$ cat config.mk
export PLATFORM = sky130hd
export DESIGN_NAME = uart_tx_mmio
export DESIGN_NICKNAME = d
export VERILOG_FILES = /design/src/rtl/uart_tx_mmio.sv
export SDC_FILE = /design/constraint.sdc
export NUM_CORES = 1
export LEC_CHECK = 0
export ABC_AREA = 1
export BUFFER_PORTS_ARGS = -buffer_cell sky130_fd_sc_hd__buf_2
export CORE_UTILIZATION = 60
export DETAILED_ROUTE_END_ITERATION = 10
export HOLD_SLACK_MARGIN = 0.1
export PLACE_DENSITY = 0.83
export SETUP_SLACK_MARGIN = 0.2
export SYNTH_ARGS = -nofsm -noshare
export SYNTH_HDL_FRONTEND = slang
export SYNTH_SLANG_ARGS = --single-unit
$ cat constraint.sdc
create_clock -name clk -period 7.2 [get_ports clk]
set_input_delay 0.72 -clock clk [delete_from_list [all_inputs] [get_ports clk]]
set_output_delay 0.72 -clock clk [all_outputs]
set_load 0.05 [all_outputs]
$ cat src/rtl/uart_tx_mmio.sv
// Memory-mapped 8N1 UART transmitter with an 8-deep byte FIFO and drain interrupt.
// Register writes land on the ce&we edge; reads are combinational; pushes to a full FIFO drop and flag ovf.

module fifo #(
    parameter int DW = 8,
    parameter int AW = 3
) (
    input  logic          clk,
    input  logic          rst,
    input  logic          push,
    input  logic [DW-1:0] push_dat,
    input  logic          pop,
    output logic [DW-1:0] head_dat,
    output logic [AW:0]   count,
    output logic          empty,
    output logic          full
);
    localparam int DEPTH = 1 << AW;
    localparam logic [AW:0] DEPTH_CNT = (AW+1)'(DEPTH);

    logic [DW-1:0] mem [DEPTH];
    logic [AW-1:0] wr_ptr;
    logic [AW-1:0] rd_ptr;
    logic          push_ok;
    logic          pop_ok;

    assign empty    = (count == '0);
    assign full     = (count == DEPTH_CNT);
    assign pop_ok   = pop && !empty;
    // Fullness is judged before the pop, so a simultaneous pop frees the slot for this push.
    assign push_ok  = push && (!full || pop_ok);
    assign head_dat = mem[rd_ptr];

    always_ff @(posedge clk or posedge rst) begin
        if (rst) begin
            wr_ptr <= '0;
            rd_ptr <= '0;
            count  <= '0;
        end else begin
            if (push_ok) wr_ptr <= wr_ptr + 1'b1;
            if (pop_ok)  rd_ptr <= rd_ptr + 1'b1;
            case ({push_ok, pop_ok})
                2'b10:   count <= count + 1'b1;
                2'b01:   count <= count - 1'b1;
                default: count <= count;
            endcase
        end
    end

    always_ff @(posedge clk) begin
        if (push_ok) mem[wr_ptr] <= push_dat;
    end
endmodule

module uart_tx_mmio #(
    parameter int          FIFO_AW   = 3,
    parameter logic [15:0] DIV_RESET = 16'd434
) (
    input  logic        clk,
    input  logic        rst,
    input  logic        ce,
    input  logic        we,
    input  logic [31:0] addr,
    input  logic [3:0]  sel,
    input  logic [31:0] data_i,
    output logic [31:0] data_o,
    output logic        tx_o,
    output logic        int_o
);
    typedef enum logic [1:0] {IDLE, START, DATA, STOP} state_t;

    localparam logic [1:0] REG_TXDATA  = 2'b00;
    localparam logic [1:0] REG_STATUS  = 2'b01;
    localparam logic [1:0] REG_DIVISOR = 2'b10;
    localparam logic [1:0] REG_CTRL    = 2'b11;

    state_t       state, state_nxt;
    logic [15:0]  divisor;
    logic         tx_en;
    logic         irq_en;
    logic         ovf;
    logic [15:0]  div_q, div_q_nxt;
    logic [15:0]  baud_cnt, baud_cnt_nxt;
    logic [2:0]   bit_idx, bit_idx_nxt;
    logic [7:0]   shreg, shreg_nxt;
    logic         tx_q, tx_nxt;
    logic         int_q;
    logic [15:0]  div_eff;
    logic         wr_en;
    logic         rd_en;
    logic [1:0]   reg_idx;
    logic         push;
    logic         pop;
    logic         load;
    logic         start_ok;
    logic         busy;
    logic [7:0]   head;
    logic [FIFO_AW:0] count;
    logic [3:0]   count_rd;
    logic         empty;
    logic         full;
    logic         unused_bits;

    assign wr_en    = ce & we;
    assign rd_en    = ce & ~we;
    assign reg_idx  = addr[3:2];
    assign push     = wr_en && (reg_idx == REG_TXDATA) && sel[0];
    assign busy     = (state != IDLE);
    assign start_ok = tx_en && !empty;
    assign div_eff  = (divisor == 16'd0) ? 16'd1 : divisor;
    assign count_rd = 4'(count);
    assign tx_o     = tx_q;
    assign int_o    = int_q;
    assign unused_bits = ^{addr[31:4], addr[1:0], data_i[31:16], sel[3:2]};

    fifo #(.DW(8), .AW(FIFO_AW)) u_fifo (
        .clk      (clk),
        .rst      (rst),
        .push     (push),
        .push_dat (data_i[7:0]),
        .pop      (pop),
        .head_dat (head),
        .count    (count),
        .empty    (empty),
        .full     (full)
    );

    always_ff @(posedge clk or posedge rst) begin
        if (rst) begin
            divisor <= DIV_RESET;
            tx_en   <= 1'b0;
            irq_en  <= 1'b0;
            ovf     <= 1'b0;
        end else begin
            if (wr_en && reg_idx == REG_DIVISOR) begin
                if (sel[0]) divisor[7:0]  <= data_i[7:0];
                if (sel[1]) divisor[15:8] <= data_i[15:8];
            end
            if (wr_en && reg_idx == REG_CTRL && sel[0]) begin
                tx_en  <= data_i[0];
                irq_en <= data_i[1];
            end
            // A dropped byte outranks a same-edge clear so no overflow goes unreported.
            if (push && full && !pop) begin
                ovf <= 1'b1;
            end else if (wr_en && reg_idx == REG_STATUS && sel[0] && data_i[3]) begin
                ovf <= 1'b0;
            end
        end
    end

    always_comb begin
        data_o = 32'd0;
        if (rd_en) begin
            case (reg_idx)
                REG_STATUS:  data_o = {24'd0, count_rd, ovf, busy, empty, full};
                REG_DIVISOR: data_o = {16'd0, divisor};
                REG_CTRL:    data_o = {30'd0, irq_en, tx_en};
                default:     data_o = 32'd0;
            endcase
        end
    end

    always_ff @(posedge clk or posedge rst) begin
        if (rst) begin
            state    <= IDLE;
            div_q    <= 16'd1;
            baud_cnt <= 16'd0;
            bit_idx  <= 3'd0;
            shreg    <= 8'd0;
            tx_q     <= 1'b1;
            int_q    <= 1'b0;
        end else begin
            state    <= state_nxt;
            div_q    <= div_q_nxt;
            baud_cnt <= baud_cnt_nxt;
            bit_idx  <= bit_idx_nxt;
            shreg    <= shreg_nxt;
            tx_q     <= tx_nxt;
            int_q    <= irq_en & empty & ~busy;
        end
    end

    always_comb begin
        state_nxt    = state;
        div_q_nxt    = div_q;
        baud_cnt_nxt = baud_cnt;
        bit_idx_nxt  = bit_idx;
        shreg_nxt    = shreg;
        tx_nxt       = tx_q;
        pop          = 1'b0;
        load         = 1'b0;

        case (state)
            IDLE: begin
                tx_nxt = 1'b1;
                if (start_ok) load = 1'b1;
            end
            START: begin
                if (baud_cnt == 16'd0) begin
                    state_nxt    = DATA;
                    baud_cnt_nxt = div_q - 16'd1;
                    bit_idx_nxt  = 3'd0;
                    tx_nxt       = shreg[0];
                end else begin
                    baud_cnt_nxt = baud_cnt - 16'd1;
                end
            end
            DATA: begin
                if (baud_cnt == 16'd0) begin
                    baud_cnt_nxt = div_q - 16'd1;
                    if (bit_idx == 3'd7) begin
                        state_nxt = STOP;
                        tx_nxt    = 1'b1;
                    end else begin
                        bit_idx_nxt = bit_idx + 3'd1;
                        shreg_nxt   = {1'b0, shreg[7:1]};
                        tx_nxt      = shreg[1];
                    end
                end else begin
                    baud_cnt_nxt = baud_cnt - 16'd1;
                end
            end
            STOP: begin
                if (baud_cnt == 16'd0) begin
                    // Chain straight into the next START so queued bytes go out without an idle gap.
                    if (start_ok) begin
                        load = 1'b1;
                    end else begin
                        state_nxt = IDLE;
                        tx_nxt    = 1'b1;
                    end
                end else begin
                    baud_cnt_nxt = baud_cnt - 16'd1;
                end
            end
            default: begin
                state_nxt = IDLE;
                tx_nxt    = 1'b1;
            end
        endcase

        if (load) begin
            pop          = 1'b1;
            shreg_nxt    = head;
            div_q_nxt    = div_eff;
            baud_cnt_nxt = div_eff - 16'd1;
            bit_idx_nxt  = 3'd0;
            state_nxt    = START;
            tx_nxt       = 1'b0;
        end
    end
endmodule

==> Word-level counts from Yosys, hierarchy flattened <==
Memories as Yosys holds them, arrays and structs flattened.
Cells that the tools add are included.
{ "classes": {"addsub": 8, "eq_ne": 18, "mux": 39, "bitwise_logic": 6, "reduce_logical": 38} }
{ "op_table": {"columns": ["cell", "count"], "rows": [
  ["$mux W16", 5],
  ["$pmux W16 S3", 1],
  ["$sub A16 B1 Y16 const B", 3],
  ["$logic_not A16 Y1", 2],
  ["$mux W8", 4],
  ["$pmux W16 S2", 1],
  ["$ne A3 B3 Y1 const B", 7],
  ["$logic_and A1 B1 Y1", 13],
  ["$mux W1", 13],
  ["$mux W2", 6],
  ["$mux W3", 4],
  ["$eq A2 B2 Y1 const B", 5],
  ["$reduce_bool A2 Y1", 5],
  ["$add A3 B1 Y3 const B", 3],
  ["$pmux W4 S2", 1],
  ["$reduce_and A4 Y1", 2],
  ["$eq A2 B1 Y1 const B", 3],
  ["$pmux W2 S3", 1],
  ["$pmux W3 S2", 1],
  ["$reduce_and A2 Y1", 3],
  ["$reduce_and A6 Y1", 1],
  ["$reduce_bool A3 Y1", 2],
  ["$add A4 B1 Y4 const B", 1],
  ["$and A1 B1 Y1", 4],
  ["14 further kinds", 18]
]} }
{ "word_totals": {"register_bits": 76, "ramBits": 64, "in_bits": 72, "out_inout_bits": 34, "n_memories": 1} }
{ "mem_list": {"columns": ["name", "depth", "word_bits", "read_ports", "rd_ports_with_merged_regs", "wr", "line", "text"], "rows": [
  ["u_fifo.mem", 8, 8, 1, 0, 1, "21", "logic [DW-1:0] mem [DEPTH];"]
]} }

==> Depth between registers and ports, before layout <==
{ "depth": {"depth_word": 12, "mapped_depth": 15} }

==> By module <==
From an unflattened synthesis, not the netlist that was laid out.
{ "hier_totals": {"hier_cells": 932, "hier_area_um2": 7828.8} }
{ "modules_own_cells": {"columns": ["module", "n_inst", "cells_per_inst", "area_each_um2"], "rows": [
  ["uart_tx_mmio", 1, 678, 4621.9],
  ["fifo", 1, 254, 3206.8]
]} }

==> Worst setup path before layout <==
No wires, ideal clock.
{ "synth_path": {"path_kind": "input to output", "start": "in addr[3]", "end": "out data_o[10]", "t_arrival_ns": 2.394, "required_time_ns": 6.480, "setup_slack_ns": 4.086, "path_stages": 5, "n_path_buf": 1, "path_cell_list": "inv_1 > nor2_1 > clkbuf_1 > inv_1 > nor3_1"} }
{ "synth_between": {"elab_chain_cells": 3, "elab_cells_between_ends": 5} }
{ "synth_lines": {"columns": ["element", "line", "text"], "rows": [
  ["start, declared", "63", "input logic [31:0] addr,"],
  ["$eq A2 B2 Y1 / $eq A2 B1 Y1 (equally long branches)", "155", "case (reg_idx)"],
  ["$pmux W16 S3 *", "155", null],
  ["$mux W16 *", "154", "if (rd_en) begin"],
  ["end, declared", "66", "output logic [31:0] data_o,"]
]} }
Mark *: on every way between the ends. The rest lies on a longest branch, timed or not.

==> Worst setup path in the final report <==
{ "layout_path": {"start": "reg baud_cnt[0]", "end": "mem u_fifo.mem[4][3], enable pin"} }
{ "layout_between": {"elab_chain_cells": 9} }
{ "layout_lines": {"columns": ["element", "line", "text"], "rows": [
  ["start, declared", "83", "logic [15:0] baud_cnt, baud_cnt_nxt;"],
  ["start signal, assigned", "176", "baud_cnt <= baud_cnt_nxt;"],
  ["$logic_not A16 Y1", "225", "if (baud_cnt == 16'd0) begin"],
  ["$mux W1", "225", null],
  ["$pmux W1 S2", "194", "case (state)"],
  ["$mux W1", "243", "if (load) begin"],
  ["$logic_and A1 B1 Y1", "29", "assign pop_ok = pop && !empty;"],
  ["$logic_or A1 B1 Y1", "31", "assign push_ok = push && (!full || pop_ok);"],
  ["$logic_and A1 B1 Y1", "31", null],
  ["$mux W1", "51", "if (push_ok) mem[wr_ptr] <= push_dat;"],
  ["$mux W1 (implied by the code)", "51", null],
  ["end, declared", "21", null]
]} }
Every way passes these cells.

==> flow_summary.json <==
{
  "gp_congestion": 0.8808,
  "antenna_found_initial": 0,
  "fin_area_mm2": 0.008185,
  "total_power_w": 0.003164,
  "seq_area_frac_synth": 0.5192,
  "drt-total-wl_um": 17470,
  "status": "finished, final reports clean",
  "numPortBuffers": 41,
  "cp-start-kind": "flop",
  "routedWlPerCell_um": 16.71,
  "viasPerCell": 5.772,
  "grt-ovfl-total": 0,
  "synth_edf_count": 64,
  "die_h_um": 112.9,
  "dpl-instance-area_mm2": 0.007612,
  "rows": 40,
  "holdBufCountCts": 0,
  "p_int_w": 0.001893,
  "drc": 0,
  "yosysWarnings": 0,
  "worstHoldPathType": "flop to flop",
  "cp_max_fo": 67,
  "start_util": 0.6145,
  "cts_buffer_depth": 2,
  "criticalPathCategory": "flop to flop",
  "via_count": 6038,
  "cts_made_buffers": 17,
  "netlist_area_mm2": 0.007381,
  "rsz0062_at_grt": "false",
  "critPathArrivalTime_ns": 3.48,
  "ys_top_cells_by_area": "edfxtp_1 26%, dfrtp_1 23%, nand2_1 8.6%",
  "cts_resized": 0,
  "path_clk_slew_ns": 0.06,
  "slew_violations": 0,
  "swShare": 0.4017,
  "ys_ff_latch": 140,
  "fin_ws_ns": 3.758,
  "diodes": 0,
  "cp_slowest_cell": "nor3_2",
  "firstDrtPassIters": 7,
  "clkSinkCount": 140,
  "num_io_pins": 106,
  "synth_cell_types": 51,
  "synthFlopType": "dfrtp_1",
  "crit_chain": "inv_1, ha_1, nand2_1, nor2_2, nand3_2, nand2_2, nand2_4, a21oi_4, inv_2, or2_4, nor3_2",
  "postRouteAntennaNets": 0,
  "areaGrowthSynthToFinish_pct": 10.90,
  "dp_hpwl_um": 11240,
  "rrSetupSlack_ns": 3.76,
  "syn_inst": 851,
  "grt_max_degree": 77,
  "power.density_mw_per_mm2": 386.6,
  "grt_usage": 0.2906,
  "timing.final.crit_period_ns": 3.442,
  "async_flop_share": 0.5429,
  "fin_tns_setup_ns": 0,
  "path_delay_family": "simple AND/OR/NAND/NOR gates",
  "power.share.clock": 0.271,
  "critical_path_buf_inv_count": 2,
  "cp_data_required_time_ns": 7.24,
  "tritoncts": "yes",
  "drv_cap": 0,
  "grt_pass1_wl_um": 28330,
  "htree_num_levels": 4,
  "critPathMaxStageDelay_ns": 0.70,
  "post-route-period-util": 0.4781,
  "coreArea_mm2": 0.01201,
  "insertion_delay_ns": 0.42,
  "die_w_um": 112.9,
  "avgSynthCellArea_um2": 8.673,
  "drive_gt1_frac": 0.1190,
  "post-place-ws_ns": 3.858,
  "finalSetupViolations": 0,
  "comb_power_share": 0.346,
  "die_area_mm2": 0.01275,
  "ir_drop_mv": 0.2755,
  "worst_slew_pin_slew_ns": 1.052,
  "cts-root-buf": "clkbuf_16",
  "slew_headroom": 0.2985,
  "clock_skew_ns": 0.007277,
  "leakagePower_nw": 3.584,
  "clock.fmax_ghz": 0.2905,
  "p_switching_w": 0.001271,
  "yosys.area.top_type": "edfxtp_1",
  "synth_top_area_share": 0.2604,
  "seqPwrFrac": 0.383,
  "endpoint_kind": "flop",
  "grt_pass1_vias": 5658,
  "drt_iter0_drc": 675,
  "post-cts-setup-buffer-count": 0,
  "final-hold-violation-count": 0,
  "nNetsFinal": 973
}
[metrics by stage]
stage / hold slack [ns] / utilization / cells
3_3_place_gp: 0.4669 / 0.6338 / 1015
3_5_place_dp: 0.4735 / 0.6338 / 1015
6_report: 0.4867 / 0.6815 / 1046
2_1_floorplan: 0.4530 / - / 866
5_1_grt: 0.5159 / 0.6815 / 1046
4_1_cts: 0.4877 / 0.6815 / 1046
[power groups by stage]
stage | Sequential, W | Combinational (W) | Clock, W
after floorplan | 0.00116 | 0.000877 | 0
after global routing | 0.00124 | 0.00124 | 0.000896
final | 0.00121 | 0.00109 | 0.000858
after detailed placement | 0.00122 | 0.00107 | 0
after CTS | 0.00121 | 0.00108 | 0.000865
after global placement | 0.00121 | 0.00103 | 0
[per-layer routing]
metal  vias up  global-route usage  wire length [µm]
li1       2913                   -                 -
met1      2861              0.3874              7647
met2       233              0.4679              8362
met3        31             0.07231              1142
met4         0              0.1009               321
met5         -                   0                 0
[sequential cells by signal, indices dropped and copies added, names as in the netlist]
name and cells:
u_fifo.mem 64, baud_cnt 16, div_q 16, divisor 16, shreg 8, u_fifo.count 4, bit_idx 3, u_fifo.rd_ptr 3
u_fifo.wr_ptr 3, state 2, int_o 1, irq_en 1, ovf 1, tx_en 1, tx_o 1
[cells by family (layout without fill, tap and decap cells)]
family                   Yosys count  in the layout  synth area share
AND/OR/NAND/NOR                  374            374            0.2173
AO/OA/AOI/OAI                    166            166            0.1297
flip-flops                       140            140            0.5192
buffers and inverters            130            163           0.07747
XOR/XNOR                          22             22           0.02611
adder cells (fa/ha/maj)           14             14           0.02373
multiplexers                       4              4          0.005933
other                              1             16         0.0005081
[cell usage after synthesis (4+ instances only)]
library cell  count
a21oi_1          31
a31oi_1           5
buf_2             6
buf_4            18
clkbuf_1         16
dfrtp_1          69
dfstp_2           7
edfxtp_1         64
ha_1             14
inv_1            83
nand2_1         169
nand3_1          43
nand4_1          10
nor2_1          112
nor3_1           18
o211ai_1         14
o21ai_0          82
o22ai_1          15
or2_2             4
xor2_1           21
[layout by cell type (no fill, tap or decap), types with 5 or more instances in the layout]
cell,instances
conb_1,16
a31oi_1,5
xor2_1,21
clkbuf_16,17
inv_1,82
o21ai_0,82
o211ai_1,14
nand4_1,10
nor2_1,112
nand2_1,169
dfrtp_1,69
edfxtp_1,64
o22ai_1,15
nor3_1,18
nand3_1,43
dfstp_2,7
a21oi_1,31
buf_2,41
ha_1,14
[final cells by class]
cell class | count | area (µm²)
tap | 147 | 183.9
multi-input combinational | 596 | 3033
sequential | 140 | 3832
inverter | 87 | 327.8
clock buffer | 19 | 432.9
fill | 895 | 3826
clock inverter | 12 | 140.1
timing repair buffer | 45 | 235.2
[worst paths after layout]
kind,cells past startpoint,startpoint,to
setup / recovery,11,baud_cnt[0],u_fifo.mem[4][3]
min in group asynchronous,3,rst,baud_cnt[6]
hold / removal,2,div_q[13],div_q[13]
setup reg to reg,11,baud_cnt[0],u_fifo.mem[4][3]
max in group asynchronous,3,rst,divisor[12]
hold reg to reg,2,div_q[13],div_q[13]
[worst register-to-register path, delay by kind of cell, from the launching register on]
family                     cells  cell delay (ns)
and+or+nand+nor                7             1.89
DFF                            1             0.40
AOI/OAI and AO/OA              1             0.39
buffers and inverters          2             0.21
adders and majority gates      1             0.16
No activity file was read; power rests on OpenSTA's default activity.
